## config.mk

```make
export PLATFORM = sky130hd
export DESIGN_NAME = vgalcd_pixfetch_flat
export DESIGN_NICKNAME = d
export VERILOG_FILES = /design/src/rtl/vgalcd_pixfetch_pkg.sv /design/src/rtl/vgalcd_pixfetch_if.sv /design/src/rtl/vgalcd_dff.sv /design/src/rtl/vgalcd_wfifo.sv /design/src/rtl/vgalcd_pixfetch.sv /design/src/flat_wrapper.sv
export SDC_FILE = /design/constraint.sdc
export NUM_CORES = 1
export LEC_CHECK = 0
export BUFFER_PORTS_ARGS = -buffer_cell sky130_fd_sc_hd__buf_2
export CAP_MARGIN = 0
export CORE_MARGIN = 2
export CORE_UTILIZATION = 50
export CTS_BUF_LIST = sky130_fd_sc_hd__clkbuf_8
export CTS_CLUSTER_DIAMETER = 30
export DETAILED_ROUTE_END_ITERATION = 10
export PLACE_DENSITY = 0.68
export SLEW_MARGIN = 20
export SYNTH_ARGS = -nofsm -noshare
export SYNTH_HDL_FRONTEND = slang
export SYNTH_HIERARCHICAL = 1
export SYNTH_SLANG_ARGS = --single-unit
```

## constraint.sdc

```tcl
create_clock -name clk_i -period 4.1 [get_ports clk_i]
set_input_delay 1.23 -clock clk_i [delete_from_list [all_inputs] [get_ports clk_i]]
set_output_delay 1.23 -clock clk_i [all_outputs]
set_load 0.02 [all_outputs]
```

## src/rtl/vgalcd_pixfetch_pkg.sv

```systemverilog
// rtl/vgalcd_pixfetch_pkg.sv - shared colour-mode encodings and pixels-per-word helper
package vgalcd_pixfetch_pkg;

    typedef enum logic [1:0] {
        MODE_RGB332 = 2'd0,
        MODE_RGB444 = 2'd1,
        MODE_RGB555 = 2'd2,
        MODE_RGB565 = 2'd3
    } vgalcd_mode_e;

    function automatic int unsigned pix_per_word(input vgalcd_mode_e mode, input int unsigned data_width);
        return (mode == MODE_RGB332) ? data_width / 8 : data_width / 16;
    endfunction

endpackage

```

## src/rtl/vgalcd_pixfetch_if.sv

```systemverilog
// rtl/vgalcd_pixfetch_if.sv - bus-side word handshake into the pixel fetcher
interface vgalcd_pixfetch_if #(
    parameter int DATA_WIDTH = 64
);
    logic                  pixel_valid_i;
    logic                  pixel_ready_o;
    logic [DATA_WIDTH-1:0] pixel_data_i;

    modport master (output pixel_valid_i, output pixel_data_i, input pixel_ready_o);
    modport slave  (input pixel_valid_i, input pixel_data_i, output pixel_ready_o);
endinterface

```

## src/rtl/vgalcd_dff.sv

```systemverilog
// rtl/vgalcd_dff.sv - flop primitives with async active-low reset to zero
module dffr #(
    parameter int W = 1
) (
    input  logic         clk_i,
    input  logic         rst_n_i,
    input  logic [W-1:0] d_i,
    output logic [W-1:0] q_o
);
    always_ff @(posedge clk_i or negedge rst_n_i) begin
        if (!rst_n_i) q_o <= '0;
        else          q_o <= d_i;
    end
endmodule

module dffer #(
    parameter int W = 1
) (
    input  logic         clk_i,
    input  logic         rst_n_i,
    input  logic         en_i,
    input  logic [W-1:0] d_i,
    output logic [W-1:0] q_o
);
    always_ff @(posedge clk_i or negedge rst_n_i) begin
        if (!rst_n_i)  q_o <= '0;
        else if (en_i) q_o <= d_i;
    end
endmodule

```

## src/rtl/vgalcd_wfifo.sv

```systemverilog
// rtl/vgalcd_wfifo.sv - bus word FIFO with separate count; clear wins over push/pop
module vgalcd_wfifo #(
    parameter int DATA_WIDTH = 64,
    parameter int FIFO_DEPTH = 4
) (
    input  logic                          clk_i,
    input  logic                          rst_n_i,
    input  logic                          clr_i,
    input  logic                          push_i,
    input  logic [DATA_WIDTH-1:0]         wdata_i,
    input  logic                          pop_i,
    output logic [DATA_WIDTH-1:0]         rdata_o,
    output logic                          full_o,
    output logic                          empty_o,
    output logic [$clog2(FIFO_DEPTH):0]   count_o
);
    localparam int PTR_W = $clog2(FIFO_DEPTH);
    localparam int CNT_W = PTR_W + 1;

    logic [DATA_WIDTH-1:0] mem [FIFO_DEPTH];
    logic [PTR_W-1:0]      wr_ptr, rd_ptr, wr_ptr_d, rd_ptr_d;
    logic [CNT_W-1:0]      cnt_d;
    logic                  do_push, do_pop;

    assign full_o  = (count_o == CNT_W'(FIFO_DEPTH));
    assign empty_o = (count_o == '0);
    assign do_push = push_i && !full_o && !clr_i;
    assign do_pop  = pop_i && !empty_o && !clr_i;
    assign rdata_o = mem[rd_ptr];

    always_comb begin
        wr_ptr_d = wr_ptr;
        rd_ptr_d = rd_ptr;
        cnt_d    = count_o;
        if (clr_i) begin
            wr_ptr_d = '0;
            rd_ptr_d = '0;
            cnt_d    = '0;
        end else begin
            if (do_push) wr_ptr_d = wr_ptr + PTR_W'(1);
            if (do_pop)  rd_ptr_d = rd_ptr + PTR_W'(1);
            cnt_d = count_o + CNT_W'(do_push) - CNT_W'(do_pop);
        end
    end

    // Storage is deliberately left without reset.
    always_ff @(posedge clk_i) begin
        if (do_push) mem[wr_ptr] <= wdata_i;
    end

    dffr #(.W(PTR_W)) u_wr_ptr (.clk_i(clk_i), .rst_n_i(rst_n_i), .d_i(wr_ptr_d), .q_o(wr_ptr));
    dffr #(.W(PTR_W)) u_rd_ptr (.clk_i(clk_i), .rst_n_i(rst_n_i), .d_i(rd_ptr_d), .q_o(rd_ptr));
    dffr #(.W(CNT_W)) u_count  (.clk_i(clk_i), .rst_n_i(rst_n_i), .d_i(cnt_d),    .q_o(count_o));
endmodule

```

## src/rtl/vgalcd_pixfetch.sv

```systemverilog
// rtl/vgalcd_pixfetch.sv - buffers bus words and unpacks them into one pixel per pixel-clock slot
module vgalcd_pixfetch
    import vgalcd_pixfetch_pkg::*;
#(
    parameter int DATA_WIDTH = 64,
    parameter int FIFO_DEPTH = 4
) (
    input  logic                        clk_i,
    input  logic                        rst_n_i,
    input  logic                        en_i,
    input  logic                        flush_i,
    input  logic [1:0]                  mode_i,
    input  logic                        pclk_en_i,
    input  logic                        de_i,
    vgalcd_pixfetch_if.slave            bus,
    output logic [15:0]                 pix_o,
    output logic                        pix_vld_o,
    output logic [$clog2(FIFO_DEPTH):0] fifo_cnt_o,
    output logic                        underflow_o,
    input  logic                        underflow_clr_i
);
    localparam int LANE_W = $clog2(DATA_WIDTH / 8);

    logic [DATA_WIDTH-1:0] head;
    logic                  full, empty;
    logic                  flush_all, push, pop, slot, uf_slot, lane_last;
    logic [LANE_W-1:0]     lane_q, lane_d;
    logic [15:0]           lane_pix, pix_d;
    logic                  pix_en, vld_d, uf_d;

    assign flush_all = flush_i || !en_i;
    // Reset gates ready combinationally so it drops the instant reset asserts.
    assign bus.pixel_ready_o = rst_n_i && en_i && !flush_i && !full;
    assign push      = bus.pixel_valid_i && bus.pixel_ready_o;
    assign slot      = pclk_en_i && de_i && en_i;
    assign uf_slot   = slot && empty;
    assign lane_last = (lane_q == LANE_W'(pix_per_word(vgalcd_mode_e'(mode_i), DATA_WIDTH) - 1));
    assign pop       = slot && !empty && lane_last && !flush_all;

    always_comb begin
        lane_pix = '0;
        for (int i = 0; i < DATA_WIDTH / 8; i++)
            if (mode_i == MODE_RGB332 && lane_q == LANE_W'(i)) lane_pix = {8'h00, head[i*8 +: 8]};
        for (int i = 0; i < DATA_WIDTH / 16; i++)
            if (mode_i != MODE_RGB332 && lane_q == LANE_W'(i)) lane_pix = head[i*16 +: 16];
    end

    always_comb begin
        pix_en = flush_all || slot;
        pix_d  = '0;
        lane_d = lane_q;
        vld_d  = slot && !flush_all;
        uf_d   = underflow_o;
        if (flush_all) begin
            lane_d = '0;
        end else if (slot && !empty) begin
            pix_d  = lane_pix;
            lane_d = lane_last ? '0 : lane_q + LANE_W'(1);
        end
        if (underflow_clr_i)          uf_d = 1'b0;
        if (uf_slot && !flush_all)    uf_d = 1'b1;
    end

    vgalcd_wfifo #(
        .DATA_WIDTH (DATA_WIDTH),
        .FIFO_DEPTH (FIFO_DEPTH)
    ) u_wfifo (
        .clk_i   (clk_i),
        .rst_n_i (rst_n_i),
        .clr_i   (flush_all),
        .push_i  (push),
        .wdata_i (bus.pixel_data_i),
        .pop_i   (pop),
        .rdata_o (head),
        .full_o  (full),
        .empty_o (empty),
        .count_o (fifo_cnt_o)
    );

    dffer #(.W(LANE_W)) u_lane (.clk_i(clk_i), .rst_n_i(rst_n_i), .en_i(pix_en), .d_i(lane_d), .q_o(lane_q));
    dffer #(.W(16))     u_pix  (.clk_i(clk_i), .rst_n_i(rst_n_i), .en_i(pix_en), .d_i(pix_d),  .q_o(pix_o));
    dffr  #(.W(1))      u_vld  (.clk_i(clk_i), .rst_n_i(rst_n_i), .d_i(vld_d), .q_o(pix_vld_o));
    dffr  #(.W(1))      u_uf   (.clk_i(clk_i), .rst_n_i(rst_n_i), .d_i(uf_d),  .q_o(underflow_o));
endmodule

```

## src/flat_wrapper.sv

```systemverilog
// flat-port wrapper written by rule: the top's interface ports become plain ports
module vgalcd_pixfetch_flat import vgalcd_pixfetch_pkg::*;
#(
    parameter int DATA_WIDTH = 64,
    parameter int FIFO_DEPTH = 4
)
  (clk_i, rst_n_i, en_i, flush_i, mode_i, pclk_en_i, de_i, pix_o, pix_vld_o, fifo_cnt_o, underflow_o, underflow_clr_i, bus_pixel_valid_i, bus_pixel_data_i, bus_pixel_ready_o);
  vgalcd_pixfetch_if #(.DATA_WIDTH(DATA_WIDTH)) bus_i ();
  input  logic clk_i;
  input  logic rst_n_i;
  input  logic en_i;
  input  logic flush_i;
  input  logic [1:0] mode_i;
  input  logic pclk_en_i;
  input  logic de_i;
  output logic [15:0] pix_o;
  output logic pix_vld_o;
  output logic [$clog2(FIFO_DEPTH):0] fifo_cnt_o;
  output logic underflow_o;
  input  logic underflow_clr_i;
  input wire logic [$bits(bus_i.pixel_valid_i)-1:0] bus_pixel_valid_i;
  input wire logic [$bits(bus_i.pixel_data_i)-1:0] bus_pixel_data_i;
  output wire logic [$bits(bus_i.pixel_ready_o)-1:0] bus_pixel_ready_o;
  assign bus_i.pixel_valid_i = bus_pixel_valid_i;
  assign bus_i.pixel_data_i = bus_pixel_data_i;
  assign bus_pixel_ready_o = bus_i.pixel_ready_o;
  vgalcd_pixfetch #(.DATA_WIDTH(DATA_WIDTH), .FIFO_DEPTH(FIFO_DEPTH)) u_core (.clk_i(clk_i), .rst_n_i(rst_n_i), .en_i(en_i), .flush_i(flush_i), .mode_i(mode_i), .pclk_en_i(pclk_en_i), .de_i(de_i), .bus(bus_i), .pix_o(pix_o), .pix_vld_o(pix_vld_o), .fifo_cnt_o(fifo_cnt_o), .underflow_o(underflow_o), .underflow_clr_i(underflow_clr_i));
endmodule
```

# After elaboration in Yosys (flattened, before gate mapping)
# Memories as Yosys holds them, arrays and structs flattened.
# Cells that the tools add are included.
[op_classes]
n_eq_ne = 9
muxes = 27
add_sub_neg = 6
n_reduce_logical = 44
[op_table]
columns = ["op", "count"]
rows = [
  ["2-to-1 mux 16 bit", 6],
  ["2-to-1 mux 8 bit", 8],
  ["logical AND 1 bit", 28],
  ["equality test 3 bit (second input constant)", 5],
  ["2-to-1 mux 3 bit", 5],
  ["nonzero test 2 bit", 5],
  ["2-to-1 mux 2 bit", 4],
  ["equality test 3 x 2 -> 1 bit (second input constant)", 2],
  ["zero test 3 bit", 2],
  ["zero test 1 bit", 5],
  ["adder 2 x 1 -> 2 bit (second input constant)", 2],
  ["2-to-1 mux 1 bit", 4],
  ["adder 3 x 1 -> 3 bit", 1],
  ["adder 3 x 1 -> 3 bit (second input constant)", 1],
  ["equality test 3 x 1 -> 1 bit (second input constant)", 1],
  ["equality test 3 bit", 1],
  ["subtractor 3 x 1 -> 3 bit", 1],
  ["subtractor 3 x 1 -> 3 bit (second input constant)", 1],
  ["zero test 2 bit", 1],
  ["logical OR 1 bit", 2],
  ["AND reduction 2 bit", 1],
]
[totals]
n_memories = 1
in_bits = 74
register_bits = 28
mem_bits_rw = 256
[memory_table]
columns = ["memory", "words", "width", "read_ports", "rd_clocked_by_memory_dff", "wr", "line_no", "source"]
rows = [
  ["u_core.u_wfifo.mem", 4, 64, 1, 0, 1, "vgalcd_wfifo.sv:20", "logic [DATA_WIDTH-1:0] mem [FIFO_DEPTH];"],
]

# Logic depth before layout (Yosys ltp)
# Gate-level depths: netlist of run 1.
[depth]
ltp_word = 16
mapped_depth = 15
ltp_nobuf = 14

# Hierarchy
# The synthesis of run 1 kept the hierarchy.
[by_module_without_submodules]
columns = ["module", "cells_per_inst", "area_each_um2", "seq_area_each_um2", "n_inst"]
rows = [
  ["vgalcd_wfifo", 374, 9521.6, 7687.4, 1],
  ["vgalcd_pixfetch", 228, 1406.3, 0.0, 1],
  ["dffer (u_core.u_pix)", 34, 649.4, 400.4, 1],
  ["dffer (u_core.u_lane)", 6, 108.9, 75.1, 1],
  ["dffr (u_core.u_wfifo.u_rd_ptr ...)", 2, 50.0, 50.0, 2],
  ["dffr (u_core.u_wfifo.u_count)", 3, 75.1, 75.1, 1],
  ["dffr (u_core.u_uf ...)", 1, 25.0, 25.0, 2],
]

# Worst setup path after synthesis of run 1
# OpenSTA, ideal clock, no wires.
[synth_path]
path_kind = "input -> register"
start = "input port en_i"
end = "memory u_core.u_wfifo.mem[0][0] (enable)"
setup_ps = 429
arrival_ps = 4121
stages = 7
setup_slack_ps = -449
cell_sequence = "nor2b_4 > inv_2 > nor3b_1 > and2_1 > inv_1 > nor3_1 > and2_1"
[synth_between]
word_cells_on_any_way = 11
classes_between = "mux (2); reduce/logical (9)"
[synth_lines]
columns = ["item", "line_no", "source"]
rows = [
  ["start, declared", "flat_wrapper.sv:11", "input logic en_i;"],
  ["zero test 1 bit", "vgalcd_pixfetch.sv:31", "assign flush_all = flush_i || !en_i;"],
  ["logical OR 1 bit", "vgalcd_pixfetch.sv:31", ""],
  ["net u_core.flush_all", "vgalcd_pixfetch.sv:26", "logic flush_all, push, pop, slot, uf_slot, lane_last;"],
  ["zero test 1 bit", "vgalcd_wfifo.sv:27", "assign do_push = push_i && !full_o && !clr_i;"],
  ["logical AND 1 bit", "vgalcd_wfifo.sv:27", ""],
  ["2-to-1 mux 1 bit", "vgalcd_wfifo.sv:48", "if (do_push) mem[wr_ptr] <= wdata_i;"],
  ["2-to-1 mux 1 bit (not written as such)", "vgalcd_wfifo.sv:48", ""],
  ["end, declared", "vgalcd_wfifo.sv:20", ""],
]
# The timed path passes the listed nets, and every way through them passes these cells.

# Worst setup path in the final report of run 1
[layout_path]
start = "input port en_i"
end = "output port bus_pixel_ready_o"
[layout_between]
elab_chain_len = 3
[layout_rtl]
columns = ["item", "line_no", "source"]
rows = [
  ["logical AND 1 bit (3 in a row)", "vgalcd_pixfetch.sv:33", "assign bus.pixel_ready_o = rst_n_i && en_i && !flush_i && !full;"],
  ["end, declared", "flat_wrapper.sv:23", "output wire logic [$bits(bus_i.pixel_ready_o)-1:0] bus_pixel_ready_o;"],
]
# No other way between the ends.

==> key figures, run 1 <==
Outcome
  • Status: complete, no violations

Critical path
  • Worst setup SP type: input port
  • CP arrival: 2.07 ns
  • CP max stage cell: nor3b_1
  • Setup crit end kind: primary output
  • R2R cell count: 9
  • Cell Chain, Critical Path: buf_2 > nor2b_4 > inv_2 > nor3b_1 > buf_2
  • CP Data Required Time: 2.87 ns
  • CP bufs+invs: 3
  • Max Fanout on Critical Path: 15
  • CP most frequent cell: buf_2
  • Crit Path Class: input port to primary output
  • Peak per-stage delay on the critical path: 0.26 ns
  • Worst path depth: 5
  • CP delay by family, top: buffers and inverters

Yosys
  • Post-synth EDFFs: 256
  • Most common cell in the netlist: edfxtp_1
  • Gate count of the mapped netlist: 651
  • Leading post-synthesis cells by cell area: edfxtp_1 65%, mux4_2 12%, dfrtp_1 5.9%, ha_1 1.3%, mux2_4 1.3%
  • Area leader, netlist: edfxtp_1
  • Syn avg cell area: 18.30 sq um
  • Synth top area share: 64.54%
  • Syn_nets: 738
  • Register bit count reported by yosys: 284
  • Mapped cell area: 11910 sq um
  • Top post-synthesis cells by count: 256 x edfxtp_1, 64 x mux4_2, 29 x nor2_1
  • Sequential-to-total area share from yosys stat: 70.42%
  • Fraction of registers with async set/reset: 9.859%
  • Yosys cell types: 50
  • Top FF cell, synth: edfxtp_1
  • Yosys warns: 6

Global route
  • Number of global-route vias before repair: 6769
  • Initial antenna violation count: 0
  • Largest net degree at the start of global routing: 65
  • First-pass GRT wire length: 39590 um
  • Grt total ovfl: 0
  • Total GRT Usage: 21.48%

Floorplan
  • # rows: 56
  • Die W: 158.3 um
  • Die area: 25070 sq um
  • Die H: 158.3 um
  • Initial Util: 50.90%
  • Core Box Area: 23400 sq um
  • Ports: 96

STA
  • Slew headroom: 32.65%
  • Layout Skew: 0.02579 ns
  • Final hold violations: 0
  • Slew Limit Fails: 0
  • Post-Route Setup TNS: 0 ns
  • Setup Viol. Count Final: 0
  • Max Freq: 303.2 MHz
  • RSZ-0062 raised after global routing: false
  • Final worst path period need: 3.298 ns
  • Slew @ Worst Pin: 1.008 ns
  • Fin crit share: 80.44%
  • Final hold slack: 0.5184 ns

Drt
  • Remaining antenna violation count after routing: 0
  • WL final: 26330 um
  • # DRC: 0
  • Pre-antenna DRT Iters: 5
  • Routed vias/inst: 5.821
  • DR iter-0 viols: 585
  • Average wire per standard cell: 22.90 um
  • Via count: 6694

Power
  • P_leak: 4.837 nW
  • Power Density: 447.0 nW/um^2
  • Final Power: 6.243 mW
  • Max VDD drop: 0.3024 mV

Final layout
  • Nets: 873
  • Fraction of layout cells with a size suffix above 1: 35.50%
  • Fillcell total: 1753
  • Area growth, synth to finish: 17.26%
  • Area occupied by multi-input gates: 3247 sq um
  • Register area: 8393 sq um
  • Post-Layout Inst Area: 13970 sq um
  • ANT cells: 0

Clock network
  • CTS tree: done
  • Max Buffers Root-to-Sink: 3
  • Post-CTS Resized: 0
  • Worst-path clk slew: 0.05 ns
  • CTS buffer count: 54
  • Clock latency at the later pin of the worst-skew pair: 0.57 ns
  • Clk root buf: clkbuf_8
  • # hold bufs at CTS: 0
  • H-tree Lvls: 2
  • CTS Sinks: 284
  • Post-CTS setup repair buffer count: 0

Hold path
  • Min-Delay Path Depth: 1
  • Hold Crit Class: flip-flop to flip-flop

Placed design
  • Port bufs: 95
  • GP Congestion: 0.9235
  • DP HPWL: 17400 um
  • Placed Area: 12760 sq um

Run
  • Max Cap Viol: 0
final cells by class:
cell class	instances	share of cell area [%]
repair buffers	115	4.748
multi-input cells	315	23.25
clock inverters	46	3.207
inverters	16	0.4300
clock buffers	55	5.420
flip-flops and latches	284	60.09
well taps	319	2.858
through the flow:
stage               util, %  setup WS (ns)  instances
global route          59.68         0.6523       1150
floorplan                 -         0.2385        651
global placement      54.53         0.4040       1049
finish                59.68         0.8018       1150
CTS                   59.68         0.8048       1150
detailed placement    54.53         0.2813       1049
per-layer routing:
layer / GRT usage [%] / vias up / wire length [um]
met5: 0 / - / 0
met2: 34.74 / 269 / 13030
met3: 4.001 / 34 / 1594
li1: - / 2956 / -
met1: 30.14 / 3435 / 11290
met4: 6.478 / 0 / 414
path summary, 6_finish.rpt:
kind                                            from                             end  slack, ns
worst max register to register  u_core/u_lane/q_o[0]             u_core/u_pix/q_o[6]       1.02
max in group asynchronous                    rst_n_i  u_core/u_wfifo/u_rd_ptr/q_o[0]       3.11
worst max-delay path                            en_i               bus_pixel_ready_o       0.80
min in group asynchronous                    rst_n_i            u_core/u_pix/q_o[13]       0.68
worst min register to register   u_core/u_pix/q_o[0]             u_core/u_pix/q_o[0]       0.52
worst min-delay path             u_core/u_pix/q_o[0]             u_core/u_pix/q_o[0]       0.52
report_power, final:
group,switching [mW],internal (mW)
Sequential,0.00157,3.16
Combinational,0.0764,0.0452
Clock,1.17,1.78
Total,1.25,4.99
placed cells by master (no fill, tap or decap), types with 4 or more instances in the layout:
master and count:
nor3_1 7, o31ai_1 8, a2bb2oi_1 8, nand2_1 17, o22ai_1 6, a221oi_1 16, a22oi_1 14, o21ai_0 20
clkbuf_8 55, mux2_4 10, nor2_1 29, clkinvlp_4 7, bufinv_16 8, dfrtp_1 26, clkinv_1 5, edfxtp_1 256
ha_1 12, and2_2 4, nor2b_1 4, mux4_2 64, inv_1 30, buf_2 95, o221ai_1 7, o32ai_1 7
a21oi_1 27, nand2b_1 10, buf_4 17, clkinv_2 5, mux2_2 9
flip-flops by register name, summed over array words and instances, names as in the netlist:
name	cells
u_core/u_wfifo/mem	256
u_core/u_vld/q_o	1
u_core/u_wfifo/u_rd_ptr/q_o	2
u_core/u_lane/q_o	3
u_core/u_pix/q_o	16
u_core/u_wfifo/u_count/q_o	3
u_core/u_wfifo/u_wr_ptr/q_o	2
u_core/u_uf/q_o	1
kinds of logic after synthesis:
| family | count (synthesis) | synth area share (%) |
|---|---|---|
| DFF | 284 | 70.42 |
| AOI/OAI and AO/OA | 125 | 7.290 |
| and+or+nand+nor | 87 | 3.750 |
| muxes | 85 | 14.38 |
| buffers and inverters | 52 | 2.363 |
| adders and majority gates | 13 | 1.429 |
| xor gates and xnor gates | 5 | 0.3677 |
Power figures use the tool's default switching activity.
==> inputs of run 2 (changes only) <==
--- a/config.mk
+++ b/config.mk
@@ -12,7 +12,7 @@
 export CTS_BUF_LIST = sky130_fd_sc_hd__clkbuf_8
 export CTS_CLUSTER_DIAMETER = 30
 export DETAILED_ROUTE_END_ITERATION = 10
-export PLACE_DENSITY = 0.68
+export PLACE_DENSITY = 0.71
 export SLEW_MARGIN = 20
 export SYNTH_ARGS = -nofsm -noshare
 export SYNTH_HDL_FRONTEND = slang
==> constraint.sdc (replaced) <==
create_clock -name clk_i -period 2.7 [get_ports clk_i]
set_input_delay 0.81 -clock clk_i [delete_from_list [all_inputs] [get_ports clk_i]]
set_output_delay 0.81 -clock clk_i [all_outputs]
set_load 0.02 [all_outputs]
==> run 2 against run 1 <==
  * Total power rose by 47%
  * Clock power rose by 42%
  * Non-clock buffer count rose by 24
  * Critical path type is now flip-flop to primary output
  * Largest power group unchanged
  * Cell area rose by 1.8%
  * Core utilization rose by 1.1 points
  * Global-route usage rose by 0.35 points
  * Via count rose by 2.2%
  * Register-to-register slack got worse by 0.89 ns
  * Count of clock-buffer cells in the layout fell by 2
  * Sequential power rose by 52%
  * Cell count rose by 1.4%
  * Combinational power rose by 60%
==> key figures, run 2 (same netlist as run 1, synthesis figures left out) <==
Hold path
  • Hold Crit Class: input port to async pin

STA
  • Max Freq: 384.5 MHz
  • Slew headroom: 38.41% (+5.8 points)
  • Final worst slack: 0.09938 ns (-0.7024 ns)
  • Final worst path period need: 2.601 ns
  • Layout Skew: 0.01689 ns (-0.008899 ns)
  • Slew Limit Fails: 0 (unchanged)
  • Setup Viol. Count Final: 0 (unchanged)
  • Fin crit share: 96.32%
  • RSZ-0062 raised after global routing: false
  • Slew @ Worst Pin: 0.9168 ns (-0.09099 ns)
  • Final hold violations: 0 (unchanged)

Outcome
  • Status: complete, no violations

Drt
  • Routed vias/inst: 5.864 (+0.75%)
  • Remaining antenna violation count after routing: 0 (unchanged)
  • Pre-antenna DRT Iters: 6 (+1)
  • DR iter-0 viols: 593 (+1.4%)
  • WL final: 26540 um (+0.79%)
  • Average wire per standard cell: 22.76 um (-0.59%)
  • Via count: 6838 (+2.2%)
  • # DRC: 0 (unchanged)

Clock network
  • H-tree Lvls: 2 (unchanged)
  • CTS Sinks: 284 (unchanged)
  • CTS tree: done
  • Worst-path clk slew: 0.06 ns (about the same)
  • Clk root buf: clkbuf_8
  • Post-CTS Resized: 0 (unchanged)
  • Clock latency at the later pin of the worst-skew pair: 0.55 ns (-0.02 ns)
  • Max Buffers Root-to-Sink: 3 (unchanged)
  • CTS buffer count: 51 (-5.6%)
  • # hold bufs at CTS: 0 (unchanged)
  • Post-CTS setup repair buffer count: 0 (unchanged)

Final layout
  • Area growth, synth to finish: 19.40%
  • Highest-count cells in the layout ignoring fill and taps: 256 x edfxtp_1, 95 x buf_2, 64 x mux4_2, 53 x clkbuf_8, 31 x buf_4
  • Fraction of layout cells with a size suffix above 1: 37.66% (+2.2 points)
  • Nets: 894 (+2.4%)
  • Most common cell after layout, fill and taps aside: edfxtp_1
  • Final core utilization: 60.77% (+1.1 points)
  • Top flop regs: u_core/u_wfifo/mem (256), u_core/u_pix/q_o (16)
  • Max reg flops: 256 (unchanged)
  • ANT cells: 0 (unchanged)
  • Largest Register: u_core/u_wfifo/mem
  • Fillcell total: 1779 (+1.5%)

Floorplan
  • Core Box Area: 23400 sq um (unchanged)
  • # rows: 56 (unchanged)
  • Ports: 96 (unchanged)
  • Die area: 25070 sq um (unchanged)
  • Die W: 158.3 um (unchanged)
  • Die H: 158.3 um (unchanged)
  • Initial Util: 50.90% (unchanged)

Power
  • Internal power: 7.398 mW (+48%)
  • Max VDD drop: 0.4474 mV (+48%)
  • P_leak: 4.934 nW (+2.0%)
  • Power Density: 647.2 nW/um^2 (+45%)
  • P_sw: 1.806 mW (+44%)
  • Comb pwr share: 2.1% (+0.2 points)
  • Flop pwr share: 52.2% (+1.5 points)
  • Clk pwr share: 45.7% (-1.7 points)
  • Sw Ratio: 19.62% (-0.43 points)

Global route
  • Largest net degree at the start of global routing: 40 (-38%)
  • Total GRT Usage: 21.84% (+0.35 points)
  • First-pass GRT wire length: 40670 um (+2.7%)
  • Initial antenna violation count: 0 (unchanged)
  • Grt total ovfl: 0 (unchanged)
  • Number of global-route vias before repair: 7065 (+4.4%)

Placed design
  • Port bufs: 95 (unchanged)
  • DP HPWL: 17910 um (+2.9%)
  • Place WS: -0.2408 ns (-0.5221 ns)
  • GP Congestion: 0.9479 (+2.6%)

Run
  • Max Cap Viol: 0 (unchanged)

Critical path
  • Worst setup SP type: flip-flop
  • CP arrival: 1.79 ns (-0.28 ns)
  • Setup crit end kind: primary output
  • R2R Setup Slk: 0.13 ns (-0.89 ns)
  • Max Fanout on Critical Path: 6 (-9)
  • Crit Path Class: flip-flop to primary output
  • CP Data Required Time: 1.89 ns (-0.98 ns)
-- run 2: per-stage QoR --
step	TNS, ns	instances	total power [mW]	hold slack (ns)	cell area, sq um
detailed placement	-1.138	1073	5.089	0.4999	13100
global placement	-0.7561	1073	5.076	0.4959	13100
finish	0	1166	9.204	0.2958	14220
CTS	0	1166	9.313	0.2740	14210
global route	0	1166	9.510	0.3012	14220
floorplan	-16.05	651	4.959	0.5082	11960
-- run 2: final cells by class --
type	count	area [sq um]	area share, %
tap	319	399.1	2.806
multi-input combinational	315	3291	23.14
timing repair buffer	139	975.9	6.862
clock buffer	53	729.5	5.129
sequential	284	8393	59.01
inverter	16	60.06	0.4223
clock inverter	40	374.1	2.630
-- run 2: path summary, 6_finish.rpt --
kind | cells past startpoint | endpoint | start
setup reg to reg | 7 | u_core/u_pix/q_o[7] | u_core/u_lane/q_o[0]
hold / removal | 2 | u_core/u_vld/q_o | rst_n_i
setup / recovery | 4 | bus_pixel_ready_o | u_core/u_wfifo/u_count/q_o[0]
min in group clk_i | 2 | u_core/u_uf/q_o | underflow_clr_i
hold reg to reg | 1 | u_core/u_pix/q_o[0] | u_core/u_pix/q_o[0]
max in group asynchronous | 2 | u_core/u_wfifo/u_rd_ptr/q_o[0] | rst_n_i
-- run 2: per-layer routing --
metal	share of wire, %	GRT usage (%)	up-vias	wire [um]
met3	5.5	4.164	60	1453
met5	0	0	-	0
met2	50	35.67	287	13220
met4	2.7	7.336	0	718
li1	-	-	3000	-
met1	42	29.91	3491	11150
-- run 2: critical path, cell delays in order (launching register included) --
cell,delay (ns)
dfrtp_1,0.46
nor3b_2,0.42
nor3b_4,0.08
buf_4,0.14
buf_2,0.15
-- run 2: power groups by stage --
stage | sequential, mW | clock, mW | combinational [mW]
finish | 4.80 | 4.20 | 0.195
floorplan | 4.90 | 0 | 0.0620
detailed placement | 4.89 | 0 | 0.195
CTS | 4.80 | 4.31 | 0.196
global placement | 4.89 | 0 | 0.183
global route | 4.80 | 4.49 | 0.215
==> inputs of run 3 (changes only) <==
--- a/config.mk
+++ b/config.mk
@@ -7,7 +7,6 @@
 export LEC_CHECK = 0
 export BUFFER_PORTS_ARGS = -buffer_cell sky130_fd_sc_hd__buf_2
 export CAP_MARGIN = 0
-export CORE_MARGIN = 2
 export CORE_UTILIZATION = 50
 export CTS_BUF_LIST = sky130_fd_sc_hd__clkbuf_8
 export CTS_CLUSTER_DIAMETER = 30
==> run 3 against run 2 <==
  * Total power shrank 5.5%
  * Largest cell class unchanged
  * Combinational power is essentially flat
  * Register-to-register slack is essentially flat
  * Largest power group unchanged
  * Fmax is 1.1% higher
==> key figures, run 3 (same netlist as run 1, synthesis figures left out) <==
Outcome
  • Status: complete, no violations

STA
  • Final worst path period need: 2.572 ns (-0.02877 ns)
  • RSZ-0062 raised after global routing: false
  • Setup Viol. Count Final: 0 (unchanged)
  • Fin crit share: 95.25% (-1.1 points)
  • Max Freq: 388.8 MHz (+1.1%)
  • Final hold violations: 0 (unchanged)
  • Final worst slack: 0.1282 ns (+0.02877 ns)
  • Slew headroom: 34.98% (-3.4 points)
  • Final hold slack: 0.2759 ns (-0.01989 ns)
  • Slew Limit Fails: 0 (unchanged)
  • Layout Skew: 0.01941 ns (+0.002513 ns)
  • Slew @ Worst Pin: 0.9678 ns (+0.05103 ns)

Power
  • Power Density: 617.4 nW/um^2 (-4.6%)
  • P_leak: 4.843 nW (-1.8%)
  • Max VDD drop: 0.4945 mV (+11%)

Critical path
  • Worst setup SP type: flip-flop
  • Crit path launch: u_core/u_lane/q_o[0]
  • R2R cell count: 7 (unchanged)
  • R2R Setup Slk: 0.13 ns (about the same)
  • R2r startpoint: u_core/u_lane/q_o[0]
  • Max Fanout on Critical Path: 7 (+1)
  • CP Data Required Time: 3.20 ns (+1.31 ns)
  • CP arrival: 3.07 ns (+1.28 ns)
  • Crit Path Class: flip-flop to flip-flop
  • Setup crit end kind: flip-flop
  • FF-to-FF End: u_core/u_pix/q_o[5]

Global route
  • Total GRT Usage: 22.82% (+0.98 points)
  • Number of global-route vias before repair: 7027 (-0.54%)
  • First-pass GRT wire length: 41160 um (+1.2%)
  • Grt total ovfl: 0 (unchanged)
  • Met1 GRT Util: 31.23% (+1.3 points)
  • Initial antenna violation count: 1 (+1)
  • GRT met2 Usage: 37.48% (+1.8 points)
  • GRT Max-Usage Layer: met2
  • GR Util met3: 4.126% (-0.038 points)
  • Largest net degree at the start of global routing: 37 (-7.5%)

Final layout
  • ANT cells: 0 (unchanged)
  • Area growth, synth to finish: 18.33%
  • Most common cell after layout, fill and taps aside: edfxtp_1
  • Nets: 896 (+0.22%)
  • Fraction of layout cells with a size suffix above 1: 37.84% (+0.18 points)
  • Max reg flops: 256 (unchanged)
  • Largest Register: u_core/u_wfifo/mem
  • Top flop regs: u_core/u_wfifo/mem (256), u_core/u_pix/q_o (16)
  • Highest-count cells in the layout ignoring fill and taps: 256 x edfxtp_1, 95 x buf_2, 64 x mux4_2, 51 x clkbuf_8, 33 x buf_4

Floorplan
  • # rows: 56 (unchanged)
  • Ports: 96 (unchanged)
  • Die H: 156.3 um (-1.3%)
  • Initial Util: 50.90% (unchanged)
  • Die W: 156.3 um (-1.3%)
  • Core Box Area: 23400 sq um (unchanged)
  • Die area: 24440 sq um (-2.5%)

Drt
  • # DRC: 0 (unchanged)
  • WL final: 26530 um (about the same)
  • DR iter-0 viols: 664 (+12%)
  • Remaining antenna violation count after routing: 0 (unchanged)
  • Routed vias/inst: 5.785 (-1.4%)
  • Average wire per standard cell: 22.68 um (-0.38%)
  • Pre-antenna DRT Iters: 6 (unchanged)
  • Via count: 6768 (-1.0%)

Clock network
  • H-tree Lvls: 2 (unchanged)
  • Clk root buf: clkbuf_8
  • Worst-path clk slew: 0.06 ns (about the same)
  • # hold bufs at CTS: 0 (unchanged)
  • Max Buffers Root-to-Sink: 3 (unchanged)
  • CTS Sinks: 284 (unchanged)
  • CTS tree: done
  • CTS buffer count: 51 (unchanged)
  • Clock latency at the later pin of the worst-skew pair: 0.57 ns (+0.02 ns)

Run
  • Max Cap Viol: 0 (unchanged)

Hold path
  • Hold Crit Class: input port to async pin

Placed design
  • Place WS: -0.2516 ns (-0.01084 ns)
  • DP HPWL: 17950 um (+0.23%)
  • GP Congestion: 0.9603 (+1.3%)
  • Port bufs: 95 (unchanged)
[run 3: cell count changes in the layout (fill, tap and decap cells not counted), sizes merged]
cell and change:
clkinv +7, bufinv -6, clkinvlp +6, inv -3, buf +2, clkbuf -2
[run 3: worst max path at each step]
stage / end / slack (ns) / cells past startpoint
finish: u_core/u_pix/q_o[5] / 0.13 / 7
global route: u_core/u_pix/q_o[10] / 0.03 / 8
CTS: u_core/u_pix/q_o[5] / 0.1 / 8
detailed placement: u_core/u_wfifo/u_count/q_o[1] / -0.25 / 13
global placement: u_core/u_wfifo/u_count/q_o[1] / -0.22 / 13
floorplan: u_core/u_wfifo/u_count/q_o[1] / -0.33 / 14
[run 3: critical path, cell delays in order (launching register included)]
cell and delay (ns):
dfrtp_1 0.43, ha_1 0.29, ha_1 0.29, or2_2 0.40, o31ai_1 0.32, a21oi_1 0.12, o32ai_1 0.41, mux2_4 0.24
[run 3: layer usage]
layer	part of all wire, %	routed length [um]
met2	50	13310
met5	0.038	10
met1	41	11000
met3	6.3	1668
met4	2.1	545
[run 3: cell type report]
| type | instances | area, sq um |
|---|---|---|
| clock inverters | 44 | 271.5 |
| fillers | 1731 | 9308 |
| inverters | 16 | 60.06 |
| flip-flops and latches | 284 | 8393 |
| well taps | 319 | 399.1 |
| multi-input cells | 315 | 3286 |
| clock buffers | 51 | 701.9 |
| repair buffers | 141 | 983.4 |
[run 3: power by group]
part	switching (mW)	leakage (nW)	internal, mW	total (mW)
sequential	0.00225	2.69	4.80	4.80
combinational	0.115	1.66	0.0790	0.194
clock	1.78	0.495	1.92	3.70
[run 3: metrics by stage]
stage	power (mW)	setup TNS, ns	cells	area [sq um]	utilization [%]
4_1_cts	8.792	0	1170	14090	60.22
3_5_place_dp	5.087	-0.9712	1075	13120	56.06
2_1_floorplan	4.959	-16.05	651	11960	-
6_report	8.702	0	1170	14090	60.23
5_1_grt	9.013	0	1170	14090	60.23
3_3_place_gp	5.075	-0.7264	1075	13120	56.06
[run 3: repair_timing]
action	4_1_cts	5_1_grt
resized for setup	0	1
setup buffers	0	0
setup endpoints to repair	0	5
